==> src/rtl/cpu_unit_pkg.sv <==
// Shared types for the CPU cache unit: bus address, MESI state, FSM states.
package definesPkg;

  localparam int NUM_LINES = 4;
  localparam int IDX_W     = 2;
  localparam int TAG_W     = 10;

  typedef struct packed {
    logic [3:0] Page_reference;
    logic [7:0] Address_code;
  } Taddress;

  typedef enum logic [1:0] {
    INV = 2'd0,
    SHR = 2'd1,
    EXC = 2'd2,
    MOD = 2'd3
  } Tmesi_state;

  typedef enum logic [2:0] {
    IDLE    = 3'd0,
    LOOKUP  = 3'd1,
    WB_REQ  = 3'd2,
    WB      = 3'd3,
    RD_REQ  = 3'd4,
    RD_WAIT = 3'd5,
    FILL    = 3'd6
  } Tcpu_state;

  // Tag is everything above the 2-bit line index.
  function automatic logic [TAG_W-1:0] addr_tag(input Taddress a);
    return {a.Page_reference, a.Address_code[7:2]};
  endfunction

  // Rebuild the full bus address of a resident line from its tag and index.
  function automatic Taddress tag_to_addr(input logic [TAG_W-1:0] tag,
                                          input logic [IDX_W-1:0] idx);
    Taddress a;
    a.Page_reference = tag[TAG_W-1 -: 4];
    a.Address_code   = {tag[5:0], idx};
    return a;
  endfunction

endpackage

==> src/rtl/cpu_unit_cache_array.sv <==
// Four-line direct-mapped storage: data, tag and MESI state per line.
module cpu_cache_array
  import definesPkg::*;
(
  input  logic             clk,
  input  logic             reset,
  input  logic [IDX_W-1:0] rd_index,
  output logic [63:0]      rd_data,
  output logic [TAG_W-1:0] rd_tag,
  output Tmesi_state       rd_mesi,
  input  logic             we,
  input  logic [IDX_W-1:0] w_index,
  input  logic [63:0]      wdata,
  input  logic [TAG_W-1:0] w_tag,
  input  Tmesi_state       w_mesi
);

  logic [63:0]      data_q [NUM_LINES];
  logic [63:0]      data_d [NUM_LINES];
  logic [TAG_W-1:0] tag_q  [NUM_LINES];
  logic [TAG_W-1:0] tag_d  [NUM_LINES];
  Tmesi_state       mesi_q [NUM_LINES];
  Tmesi_state       mesi_d [NUM_LINES];

  assign rd_data = data_q[rd_index];
  assign rd_tag  = tag_q[rd_index];
  assign rd_mesi = mesi_q[rd_index];

  // Single write port updates one whole line (data, tag, state) at a time.
  always_comb begin
    data_d = data_q;
    tag_d  = tag_q;
    mesi_d = mesi_q;
    if (we) begin
      data_d[w_index] = wdata;
      tag_d[w_index]  = w_tag;
      mesi_d[w_index] = w_mesi;
    end
  end

  // Line storage; reset invalidates and clears every line.
  always_ff @(posedge clk) begin
    if (reset) begin
      for (int i = 0; i < NUM_LINES; i++) begin
        data_q[i] <= '0;
        tag_q[i]  <= '0;
        mesi_q[i] <= INV;
      end
    end else begin
      data_q <= data_d;
      tag_q  <= tag_d;
      mesi_q <= mesi_d;
    end
  end

endmodule

==> src/rtl/cpu_unit.sv <==
// CPU-side cache controller: lookup, dirty-victim write-back, line fill.
//
// state   | meaning
// IDLE    | waiting for read_start / write_start
// LOOKUP  | compare latched address against its line
// WB_REQ  | requesting bus to write back a modified victim
// WB      | one-cycle write-back strobe; victim invalidated
// RD_REQ  | requesting bus to fetch the wanted line
// RD_WAIT | bus owned, waiting for read_mm_completed
// FILL    | line filled; finish read or merge write data
module cpu_unit
  import definesPkg::*;
(
  input  logic        clk,
  input  logic        reset,
  input  logic        gnt_CPU,
  input  logic [63:0] data_from_memory,
  input  Tmesi_state  rd_mesi_state,
  input  logic        read_mm_completed,
  output logic        req_CPU,
  output Taddress     addr_wanted_from_memory,
  output logic [63:0] wdata_to_memory,
  output logic        we_to_mm
);

  // Operation request, driven from outside the module.
  logic        read_start;
  logic        write_start;
  Taddress     address_to_read;
  logic [63:0] cpu_wdata;

  // Cache write port and operation result.
  logic [63:0] wdata;
  logic        we;
  logic [63:0] read_data;
  logic        op_done;

  Tcpu_state        state_q, state_d;
  logic             op_write_q, op_write_d;
  Taddress          addr_q, addr_d;
  logic [63:0]      cpu_wdata_q, cpu_wdata_d;
  logic [63:0]      read_data_q, read_data_d;
  logic             op_done_q, op_done_d;
  logic             req_q, req_d;
  Taddress          bus_addr_q, bus_addr_d;
  logic [63:0]      wb_data_q, wb_data_d;
  logic             we_mm_q, we_mm_d;

  logic [IDX_W-1:0] line_idx;
  logic [63:0]      line_data;
  logic [TAG_W-1:0] line_tag, w_tag;
  Tmesi_state       line_mesi, w_mesi;
  logic             hit;

  assign line_idx = addr_q.Address_code[IDX_W-1:0];
  assign hit      = (line_tag == addr_tag(addr_q)) && (line_mesi != INV);

  cpu_cache_array u_array (
    .clk      (clk),
    .reset    (reset),
    .rd_index (line_idx),
    .rd_data  (line_data),
    .rd_tag   (line_tag),
    .rd_mesi  (line_mesi),
    .we       (we),
    .w_index  (line_idx),
    .wdata    (wdata),
    .w_tag    (w_tag),
    .w_mesi   (w_mesi)
  );

  assign req_CPU                 = req_q;
  assign addr_wanted_from_memory = bus_addr_q;
  assign wdata_to_memory         = wb_data_q;
  assign we_to_mm                = we_mm_q;
  assign read_data               = read_data_q;
  assign op_done                 = op_done_q;

  // Next-state, next-output and cache write-port decode.
  always_comb begin
    state_d     = state_q;
    op_write_d  = op_write_q;
    addr_d      = addr_q;
    cpu_wdata_d = cpu_wdata_q;
    read_data_d = read_data_q;
    op_done_d   = 1'b0;
    req_d       = req_q;
    bus_addr_d  = bus_addr_q;
    wb_data_d   = '0;
    we_mm_d     = 1'b0;
    we          = 1'b0;
    wdata       = line_data;
    w_tag       = line_tag;
    w_mesi      = line_mesi;
    case (state_q)
      IDLE: begin
        if (read_start || write_start) begin
          op_write_d  = write_start && !read_start;
          addr_d      = address_to_read;
          cpu_wdata_d = cpu_wdata;
          state_d     = LOOKUP;
        end
      end
      LOOKUP: begin
        if (hit) begin
          if (op_write_q) begin
            we     = 1'b1;
            wdata  = cpu_wdata_q;
            w_mesi = MOD;
          end else begin
            read_data_d = line_data;
          end
          op_done_d = 1'b1;
          state_d   = IDLE;
        end else if (line_mesi == MOD) begin
          req_d      = 1'b1;
          bus_addr_d = tag_to_addr(line_tag, line_idx);
          state_d    = WB_REQ;
        end else begin
          req_d      = 1'b1;
          bus_addr_d = addr_q;
          state_d    = RD_REQ;
        end
      end
      WB_REQ: begin
        if (gnt_CPU) begin
          we_mm_d   = 1'b1;
          wb_data_d = line_data;
          state_d   = WB;
        end
      end
      WB: begin
        we         = 1'b1;
        w_mesi     = INV;
        bus_addr_d = addr_q;
        state_d    = RD_REQ;
      end
      RD_REQ: begin
        if (gnt_CPU) state_d = RD_WAIT;
      end
      RD_WAIT: begin
        if (read_mm_completed) begin
          we         = 1'b1;
          wdata      = data_from_memory;
          w_tag      = addr_tag(addr_q);
          w_mesi     = rd_mesi_state;
          req_d      = 1'b0;
          bus_addr_d = '0;
          state_d    = FILL;
        end
      end
      FILL: begin
        if (op_write_q) begin
          we     = 1'b1;
          wdata  = cpu_wdata_q;
          w_mesi = MOD;
        end else begin
          read_data_d = line_data;
        end
        op_done_d = 1'b1;
        state_d   = IDLE;
      end
      default: state_d = IDLE;
    endcase
    if (reset) we = 1'b0;
  end

  // FSM state and registered outputs.
  always_ff @(posedge clk) begin
    if (reset) begin
      state_q     <= IDLE;
      op_write_q  <= 1'b0;
      addr_q      <= '0;
      cpu_wdata_q <= '0;
      read_data_q <= '0;
      op_done_q   <= 1'b0;
      req_q       <= 1'b0;
      bus_addr_q  <= '0;
      wb_data_q   <= '0;
      we_mm_q     <= 1'b0;
    end else begin
      state_q     <= state_d;
      op_write_q  <= op_write_d;
      addr_q      <= addr_d;
      cpu_wdata_q <= cpu_wdata_d;
      read_data_q <= read_data_d;
      op_done_q   <= op_done_d;
      req_q       <= req_d;
      bus_addr_q  <= bus_addr_d;
      wb_data_q   <= wb_data_d;
      we_mm_q     <= we_mm_d;
    end
  end

endmodule

==> config.mk <==
export PLATFORM = sky130hd
export DESIGN_NAME = cpu_unit
export DESIGN_NICKNAME = d
export VERILOG_FILES = /design/src/rtl/cpu_unit_pkg.sv /design/src/rtl/cpu_unit_cache_array.sv /design/src/rtl/cpu_unit.sv
export SDC_FILE = /design/constraint.sdc
export NUM_CORES = 1
export LEC_CHECK = 0
export ABC_AREA = 1
export BUFFER_PORTS_ARGS = -buffer_cell sky130_fd_sc_hd__buf_2
export CORE_MARGIN = 2
export CORE_UTILIZATION = 35
export CTS_CLUSTER_SIZE = 12
export DETAILED_ROUTE_END_ITERATION = 8
export GPL_TIMING_DRIVEN = 0
export SYNTH_ARGS = -nofsm -noshare
export SYNTH_HDL_FRONTEND = slang
export SYNTH_SLANG_ARGS = --single-unit
==> constraint.sdc <==
create_clock -name clk -period 3.3 [get_ports clk]
set_input_delay 0.33 -clock clk [delete_from_list [all_inputs] [get_ports clk]]
set_output_delay 0.33 -clock clk [all_outputs]
set_load 0.01 [all_outputs]
### Word level (Yosys, flattened, before mapping)

Index checks and enable logic that the tools add are counted.

| operators by class | value |
|---|---|
| add/sub/neg operators | 0 |
| multiply operators | 0 |
| divide/modulo/power cells | 0 |
| $lt $le $gt $ge | 2 |
| equal/unequal tests | 13 |
| shifts and indexed selects | 0 |
| multiplexer cells | 48 |
| bitwise operators | 3 |
| reductions and logical operators | 15 |

Operators with widths:

| cell | number |
|---|---|
| $mux 64 | 6 |
| $bwmux 256 | 1 |
| $pmux 64 s3 | 1 |
| $bmux 64 s2 | 1 |
| $demux 64 s2 | 1 |
| $mux 10 | 5 |
| $bwmux 40 | 1 |
| $mux 12 | 3 |
| $pmux 12 s3 | 1 |
| $bmux 10 s2 | 1 |
| $demux 10 s2 | 1 |
| $mux 3 | 6 |
| $pmux 3 s6 | 1 |
| $mux 2 | 6 |
| $eq 10x10->1 | 1 |
| $ne 2x2->1 const B | 5 |
| $eq 3x3->1 const B | 3 |
| $bwmux 8 | 1 |
| $pmux 2 s4 | 1 |
| $mux 1 | 7 |
| $eq 3x2->1 const B | 2 |
| $reduce_and 3->1 | 2 |
| $bmux 2 s2 | 1 |
| $demux 2 s2 | 1 |
| other kinds (18) | 22 |

| word-level totals | value |
|---|---|
| register bits after elaboration | 462 |
| latch bits | 0 |
| bits in writable memories | 0 |
| bits in read-only memories | 0 |
| input port bits | 70 |
| logic and storage cells | 103 |
| memories kept | 0 |

### Logic depth before layout (Yosys ltp)

Gate-level depths: netlist of the first run.

| depth | value |
|---|---|
| word-level depth | 9 |
| depth in mapped cells | 8 |
| mapped depth without buffers | 7 |

### Modules after synthesis

A second synthesis of the first run with hierarchy kept.

| unflattened totals | value |
|---|---|
| cell total of the unflattened synthesis | 2887 |
| area total of the unflattened synthesis | 18247.5 um^2 |

Modules (own cells, without submodules):

| module | instances | cells each | area each (um^2) | sequential area each (um^2) |
|---|---|---|---|---|
| cpu_cache_array | 1 | 2377 | 14722.9 | 6085.8 |
| cpu_unit | 1 | 510 | 3524.6 | 1581.5 |

### Worst setup path before layout of the first run

OpenSTA, ideal clock, no wires.

| path | value |
|---|---|
| path type | register -> register |
| start point | reg state_q[1] |
| end point | reg u_array.data_q[197] (netlist bit) |
| library setup time | 116 ps |
| arrival time | 1013 ps |
| setup slack | 2171 ps |
| cell stages (with the launch flop) | 9 |
| cells stage by stage | dfxtp_1 > inv_2 > nand3_2 > inv_2 > nand2_4 > inv_4 > buf_4 > o21ai_0 > nor2_1 |

| on the way | value |
|---|---|
| word-level cells in the longest chain between the ends | 3 |
| elaborated cells on any way between the ends | 8 |
| those cells by class | 4 x eq/ne; 4 x mux |

RTL lines:

| item | RTL line | text |
|---|---|---|
| from (decl) | cpu_unit.sv:38 | `Tcpu_state state_q, state_d;` |
| from (signal assigned) | cpu_unit.sv:182 | `state_q <= state_d;` |
| $eq 3x3->1, or another cell as far along | cpu_unit.sv:95 | `case (state_q)` |
| $pmux 1 s4 or $pmux 64 s3 (tied branches) | cpu_unit.sv:95 |  |
| $mux 1 or $bwmux 256 (tied branches) | cpu_unit.sv:165, cpu_unit_cache_array.sv:35 |  |
| to (signal assigned) | cpu_unit_cache_array.sv:50 | `data_q <= data_d;` |
| to (decl) | cpu_unit_cache_array.sv:18 | `logic [63:0] data_q [NUM_LINES];` |

Parallel ways exist; a longest one is shown, timed or not.
A chain may end at the register's enable or synchronous reset.

### Final worst setup path of the first run

| path | value |
|---|---|
| start point | reg state_q[1] |
| end point | reg u_array.mesi_q[6] (netlist bit) |

| on the way | value |
|---|---|
| word-level cells in the longest chain between the ends | 3 |
| elaborated cells on any way between the ends | 8 |
| those cells by class | 4 x eq/ne; 4 x mux |

RTL lines:

| item | RTL line | text |
|---|---|---|
| $eq 3x3->1, or another cell as far along | cpu_unit.sv:95 |  |
| $pmux 2 s4 or $pmux 1 s4 (tied branches) | cpu_unit.sv:95 |  |
| $bwmux 8 or $mux 1 (tied branches) | cpu_unit_cache_array.sv:37, cpu_unit.sv:165 |  |
| to (signal assigned) | cpu_unit_cache_array.sv:52 | `mesi_q <= mesi_d;` |
| to (decl) | cpu_unit_cache_array.sv:22 | `Tmesi_state mesi_q [NUM_LINES];` |

Parallel ways exist; a longest one is shown, timed or not.

==> run metrics, run 1 <==
# setup viols final=0; Sink Count=135; Final min period=1.40 ns; Ports=148; CORE AREA=0.0126 mm²; Residual DRC=0; met3 routed WL=731 µm; DRT Wirelength=9.96 mm; Post-synth top cells=nor2_1 (193), dfxtp_1 (135), inv_1 (67), o21ai_0 (53), buf_4 (18); vias per inst=about 4.2; GRT Total Usage=0.152; number of max-cap violations=0; area grow syn2layout=35.7%; top-area cell type share of the netlist area=0.601; Synth Flop Type=dfxtp_1; #FFs+latches synth=approximately 140; Final ANT Viol Nets=0; CTS tree=yes; unrepaired setup endpoints after global routing=false; grt ovf=0; TNS Setup=0 ns; full die area=0.0138 mm²; die width=117 µm; dpl hpwl=7.09 mm; antenna cells=0; post-synth cell types=23; kind of critical path=reg2reg; most frequent cell after synthesis=nor2_1; site row count=41; Post-CTS Resized=0; FMAX=between 700 and 800 MHz; total vias in the final route=roughly 3800; Slew Limit Fails=0; cell area after synthesis=between 0.004 and 0.005 mm²; CTS Buf Count=17; initial detailed-routing violation count=218; wire per inst=11.2 µm; status=finished, final reports clean; DR pass1 iterations=4; Routability Congestion=0.828; share of layout cells above drive strength 1=0.301; Power per Cell Area=644 mW/mm²; Worst VDD drop=0.317 mV; Min-Delay Path Class=in2reg; # Post-CTS Setup Buffers=0; Setup Skew=approximately 0.0062 ns; vias in the first global route=3524; clock slew seen by the registers of the worst setup and hold paths=0.06 ns; cell count after synthesis=roughly 540; Root Buffer Master=clkbuf_16; area leader, netlist=dfxtp_1; ys async rst share=0; crit end category=register; initial core utilization=0.358; Met2 Wirelength=4.44 mm; Worst Path Max Fanout=10; post-synthesis sequential area ratio=0.601; Port-buffer cells=135; Final Core Density=0.486; Final Hold Vio Count=0; final period utilization=0.423; Metal-1 WL=4.54 mm; arrival time at the worst endpoint=1.69 ns; Yosys Warn Count=78; clk_lat worst skew=0.41 ns; first-pass GRT wire length=16.7 mm; Avg Synthesized Cell Area=8.39 µm²; H-tree depth=4; Clock Path Buffers=2; LEAKAGE=2.85 nW; EDFF count, synth=0; Final Net Count=771; Critical Path Source Type=register; uppermost layer routed=met4; WHS=0.138 ns; initial antenna violation count=0; Synth area leaders=dfxtp_1 (60%), nor2_1 (16%), o21ai_0 (5.9%), inv_1 (5.6%), buf_4 (3.0%); largest net degree at the start of global routing=17; CP required=between 3 and 4 ns; CTS Hold Bufs=0; die height=117 µm
final timing paths:
kind                                            from                   to  slack (ns)  cells after the start
worst max-delay path                      state_q[1]    u_array.mesi_q[6]        1.90                      8
worst min-delay path            data_from_memory[11]  u_array.data_q[203]        0.14                      3
worst max register to register            state_q[1]    u_array.mesi_q[6]        1.90                      8
worst min register to register   u_array.data_q[216]  wdata_to_memory[24]        0.42                      2
metal layers:
metal	global-route usage	vias to the layer above
met5	0	-
met2	0.230	119
met3	0.0593	24
li1	-	1928
met4	0.0791	0
met1	0.188	1686
report_power, final:
| group | internal [mW] | leakage, nW | switching (mW) |
|---|---|---|---|
| clock network | 1.42 | 0.326 | 0.685 |
| registers | 1.64 | 1.09 | 0.0124 |
| logic | 0.0728 | 1.44 | 0.0919 |
| total | 3.14 | 2.85 | 0.790 |
worst max-delay path, stage by stage (launching register included):
cell and delay [ns]:
dfxtp_1 0.43, inv_2 0.09, nand3_2 0.08, inv_2 0.06, nand2_4 0.12, buf_6 0.17, nand2_1 0.07, o21ai_0 0.20
nor2_1 0.06
through the flow:
stage	area, µm²	power, mW	setup slack, ns	std cells
after floorplan	4540	1.78	2.17	547
after global placement	5430	1.85	1.77	854
after detailed placement	5430	1.85	1.75	854
after CTS	6100	3.97	1.89	886
after global routing	6100	4.07	1.76	886
final	6100	3.93	1.90	886
flip-flops by register name, indices dropped and copies added, names as in the netlist:
register	cells
u_array.data_q	64
wdata_to_memory	64
state_q	3
u_array.mesi_q	2
req_CPU	1
we_to_mm	1
placed cells by master (no fill, tap or decap), drive strengths merged:
cell type	n
inv	73
a22oi	2
buf	167
clkinv	3
nand3	6
a21oi	2
a31oi	2
o21ai	67
nor2	201
conb	12
nand2	9
dfxtp	135
bufinv	5
nor3	1
clkinvlp	2
clkbuf	27
logic make-up (layout without fill, tap and decap cells):
| family | after synthesis | count (layout) | synth area share |
|---|---|---|---|
| buffers and inverters | 110 | 277 | 0.124 |
| other | 1 | 12 | 0.000834 |
| AOI/OAI and AO/OA | 73 | 73 | 0.0829 |
| and+or+nand+nor | 217 | 217 | 0.191 |
| DFF | 135 | 135 | 0.601 |
area by class of cell:
class                           count  area [µm²]
Fill cell                        1227        6470
Sequential cell                   135        2700
Multi-Input combinational cell    302        1280
Timing Repair Buffer              135         676
Clock buffer                       21         480
Buffer                             38         284
Inverter                           72         273
Tap cell                          172         215
Clock inverter                     11         193
Power figures use the tool's default switching activity.
==> run 2: changes to the inputs <==
- clock period: 3.3 -> 1.1 ns (I/O delays scaled with it)
==> run metrics, run 2 (synthesis gave the netlist of run 1 again) <==
dpl hpwl=7.14 mm (was 7.09 mm); # setup viols final=129 (was 0); CP required=1.41 ns (was 3.60 ns); wire per inst=11.8 µm (was 11.2 µm); Worst Slack Setup Final=-0.110 ns (was 1.90 ns); Ports=148 (unchanged); most frequent cells in the layout=nor2_1 (146), buf_2 (135), dfxtp_1 (132) (was nor2_1 (193), buf_2 (139), dfxtp_1 (135)); TNS Setup=-8.51 ns (was 0 ns); Sink Count=135 (unchanged); LEAKAGE=3.19 nW (was 2.85 nW); unrepaired setup endpoints after global routing=true (was false); clock slew seen by the registers of the worst setup and hold paths=0.05 ns (was 0.06 ns); Worst Path Max Fanout=10 (unchanged); Min-Delay Path Class=in2reg (unchanged); Clock Path Buffers=2 (unchanged); CTS tree=yes (unchanged); Final Hold Vio Count=0 (unchanged); most common cell after layout, fill and taps aside=nor2_1 (unchanged); Final Net Count=853 (was 771); Worst Tran Pin Value=0.653 ns; DR pass1 iterations=5 (was 4); die height=117 µm (unchanged); GRT Total Usage=0.171 (was 0.152); final period utilization=1.10 (was 0.423); antenna cells=0 (unchanged); Rel. slew slack=0.564; Root Buffer Master=clkbuf_16 (unchanged); Residual DRC=0 (unchanged); failing checks=setup timing; status=finished with violations (was finished, final reports clean); initial antenna violation count=0 (unchanged); arrival time at the worst endpoint=1.52 ns (was 1.69 ns); Power per Cell Area=1520 mW/mm² (was 644 mW/mm²); Worst VDD drop=0.816 mV (was 0.317 mV); Routability Congestion=0.734 (was 0.828); Critical Path Source Type=register (unchanged); vias per inst=4.25 (was 4.24); share of layout cells above drive strength 1=0.372 (was 0.301); first-pass GRT wire length=18.7 mm (was 16.7 mm); grt ovf=0 (unchanged); largest net degree at the start of global routing=17 (unchanged); initial core utilization=0.358 (unchanged); die width=117 µm (unchanged); area grow syn2layout=60.4% (was 35.7%); CTS Buf Count=17 (unchanged); final instance area=0.00721 mm² (was 0.00610 mm²); vias in the first global route=4075 (was 3524); total vias in the final route=4097 (was 3757); Final min period=1.21 ns (was 1.40 ns); clk_lat worst skew=0.41 ns (about the same); site row count=41 (unchanged); FMAX=826 MHz (was 717 MHz); CORE AREA=0.0126 mm² (unchanged); kind of critical path=reg2reg (unchanged); Slew Limit Fails=0 (unchanged); H-tree depth=4 (unchanged); full die area=0.0138 mm² (unchanged); Port-buffer cells=135 (unchanged); Final ANT Viol Nets=0 (unchanged); initial detailed-routing violation count=236 (was 218); crit end category=register (unchanged); Setup Skew=0.00864 ns (was 0.00622 ns); number of max-cap violations=0 (unchanged); DRT Wirelength=11.4 mm (was 9.96 mm); DP Area=0.00543 mm² (about the same)
## run 2: cell count changes in the layout (fill, tap and decap cells not counted), sizes merged
cell         before  now
dlygate4sd3       0   68
buf             167  179
clkbuf           27   32
bufinv            5    1
clkinvlp          2    0
clkinv            3    4
inv              73   72
## run 2: per-layer routing
layer | global-route usage | wire (µm) | vias up
li1 | - | - | 2092
met2 | 0.281 | 5640 | 129
met4 | 0.0745 | 155 | 0
met3 | 0.0627 | 612 | 18
met5 | 0 | 0 | -
met1 | 0.199 | 4990 | 1858
## run 2: repair_timing
action,4_1_cts,5_1_grt
gates resized for setup,104,66
hold buffers,68,0
endpoints found under the setup margin,129,130
gates cloned,3,1
hold endpoints to repair,70,0
pin swaps,15,15
buffers inserted,12,0
## run 2: final cells by class
class                      count  area, µm²
multi-input combinational    302       1580
clock buffer                  25        495
tap                          172        215
timing repair buffer         218       1510
sequential                   135       2710
buffer                        36        355
fill                        1084       5360
timing repair inverter         1       11.3
clock inverter                 4       45.0
inverter                      72        290
## run 2: final timing paths
| path | from | to | slack (ns) | depth (start not counted) |
|---|---|---|---|---|
| worst min-delay path | read_mm_completed | state_q[0] | 0.16 | 4 |
| worst min register to register | u_array.data_q[255] | wdata_to_memory[63] | 0.43 | 2 |
| worst max-delay path | state_q[1] | u_array.data_q[245] | -0.11 | 8 |
| worst max register to register | state_q[1] | u_array.data_q[245] | -0.11 | 8 |
## run 2: power by group
group          leakage, nW  internal, mW  switching (mW)  total [mW]
clock                0.269          3.29            1.89        5.19
combinational         1.83         0.414           0.366       0.780
sequential            1.09          4.94          0.0403        4.98
## run 2: per-stage QoR
| step | hold slack [ns] | setup WS [ns] | std cells | utilization | total power, mW |
|---|---|---|---|---|---|
| after floorplan | 0.172 | 0.00962 | 547 | - | 5.35 |
| after global placement | 0.334 | -0.223 | 854 | 0.432 | 5.55 |
| after detailed placement | 0.340 | -0.270 | 854 | 0.432 | 5.56 |
| after CTS | 0.116 | -0.130 | 964 | 0.556 | 11.0 |
| after global routing | 0.166 | -0.176 | 965 | 0.574 | 11.4 |
| final | 0.164 | -0.110 | 965 | 0.574 | 10.9 |
## run 2: worst max-delay path, stage by stage (launching register included)
cell and delay, ns:
dfxtp_4 0.35, inv_4 0.06, nand3_4 0.07, inv_4 0.08
nand2_8 0.09, buf_8 0.16, buf_12 0.15, nor2_2 0.08
nor2_1 0.05
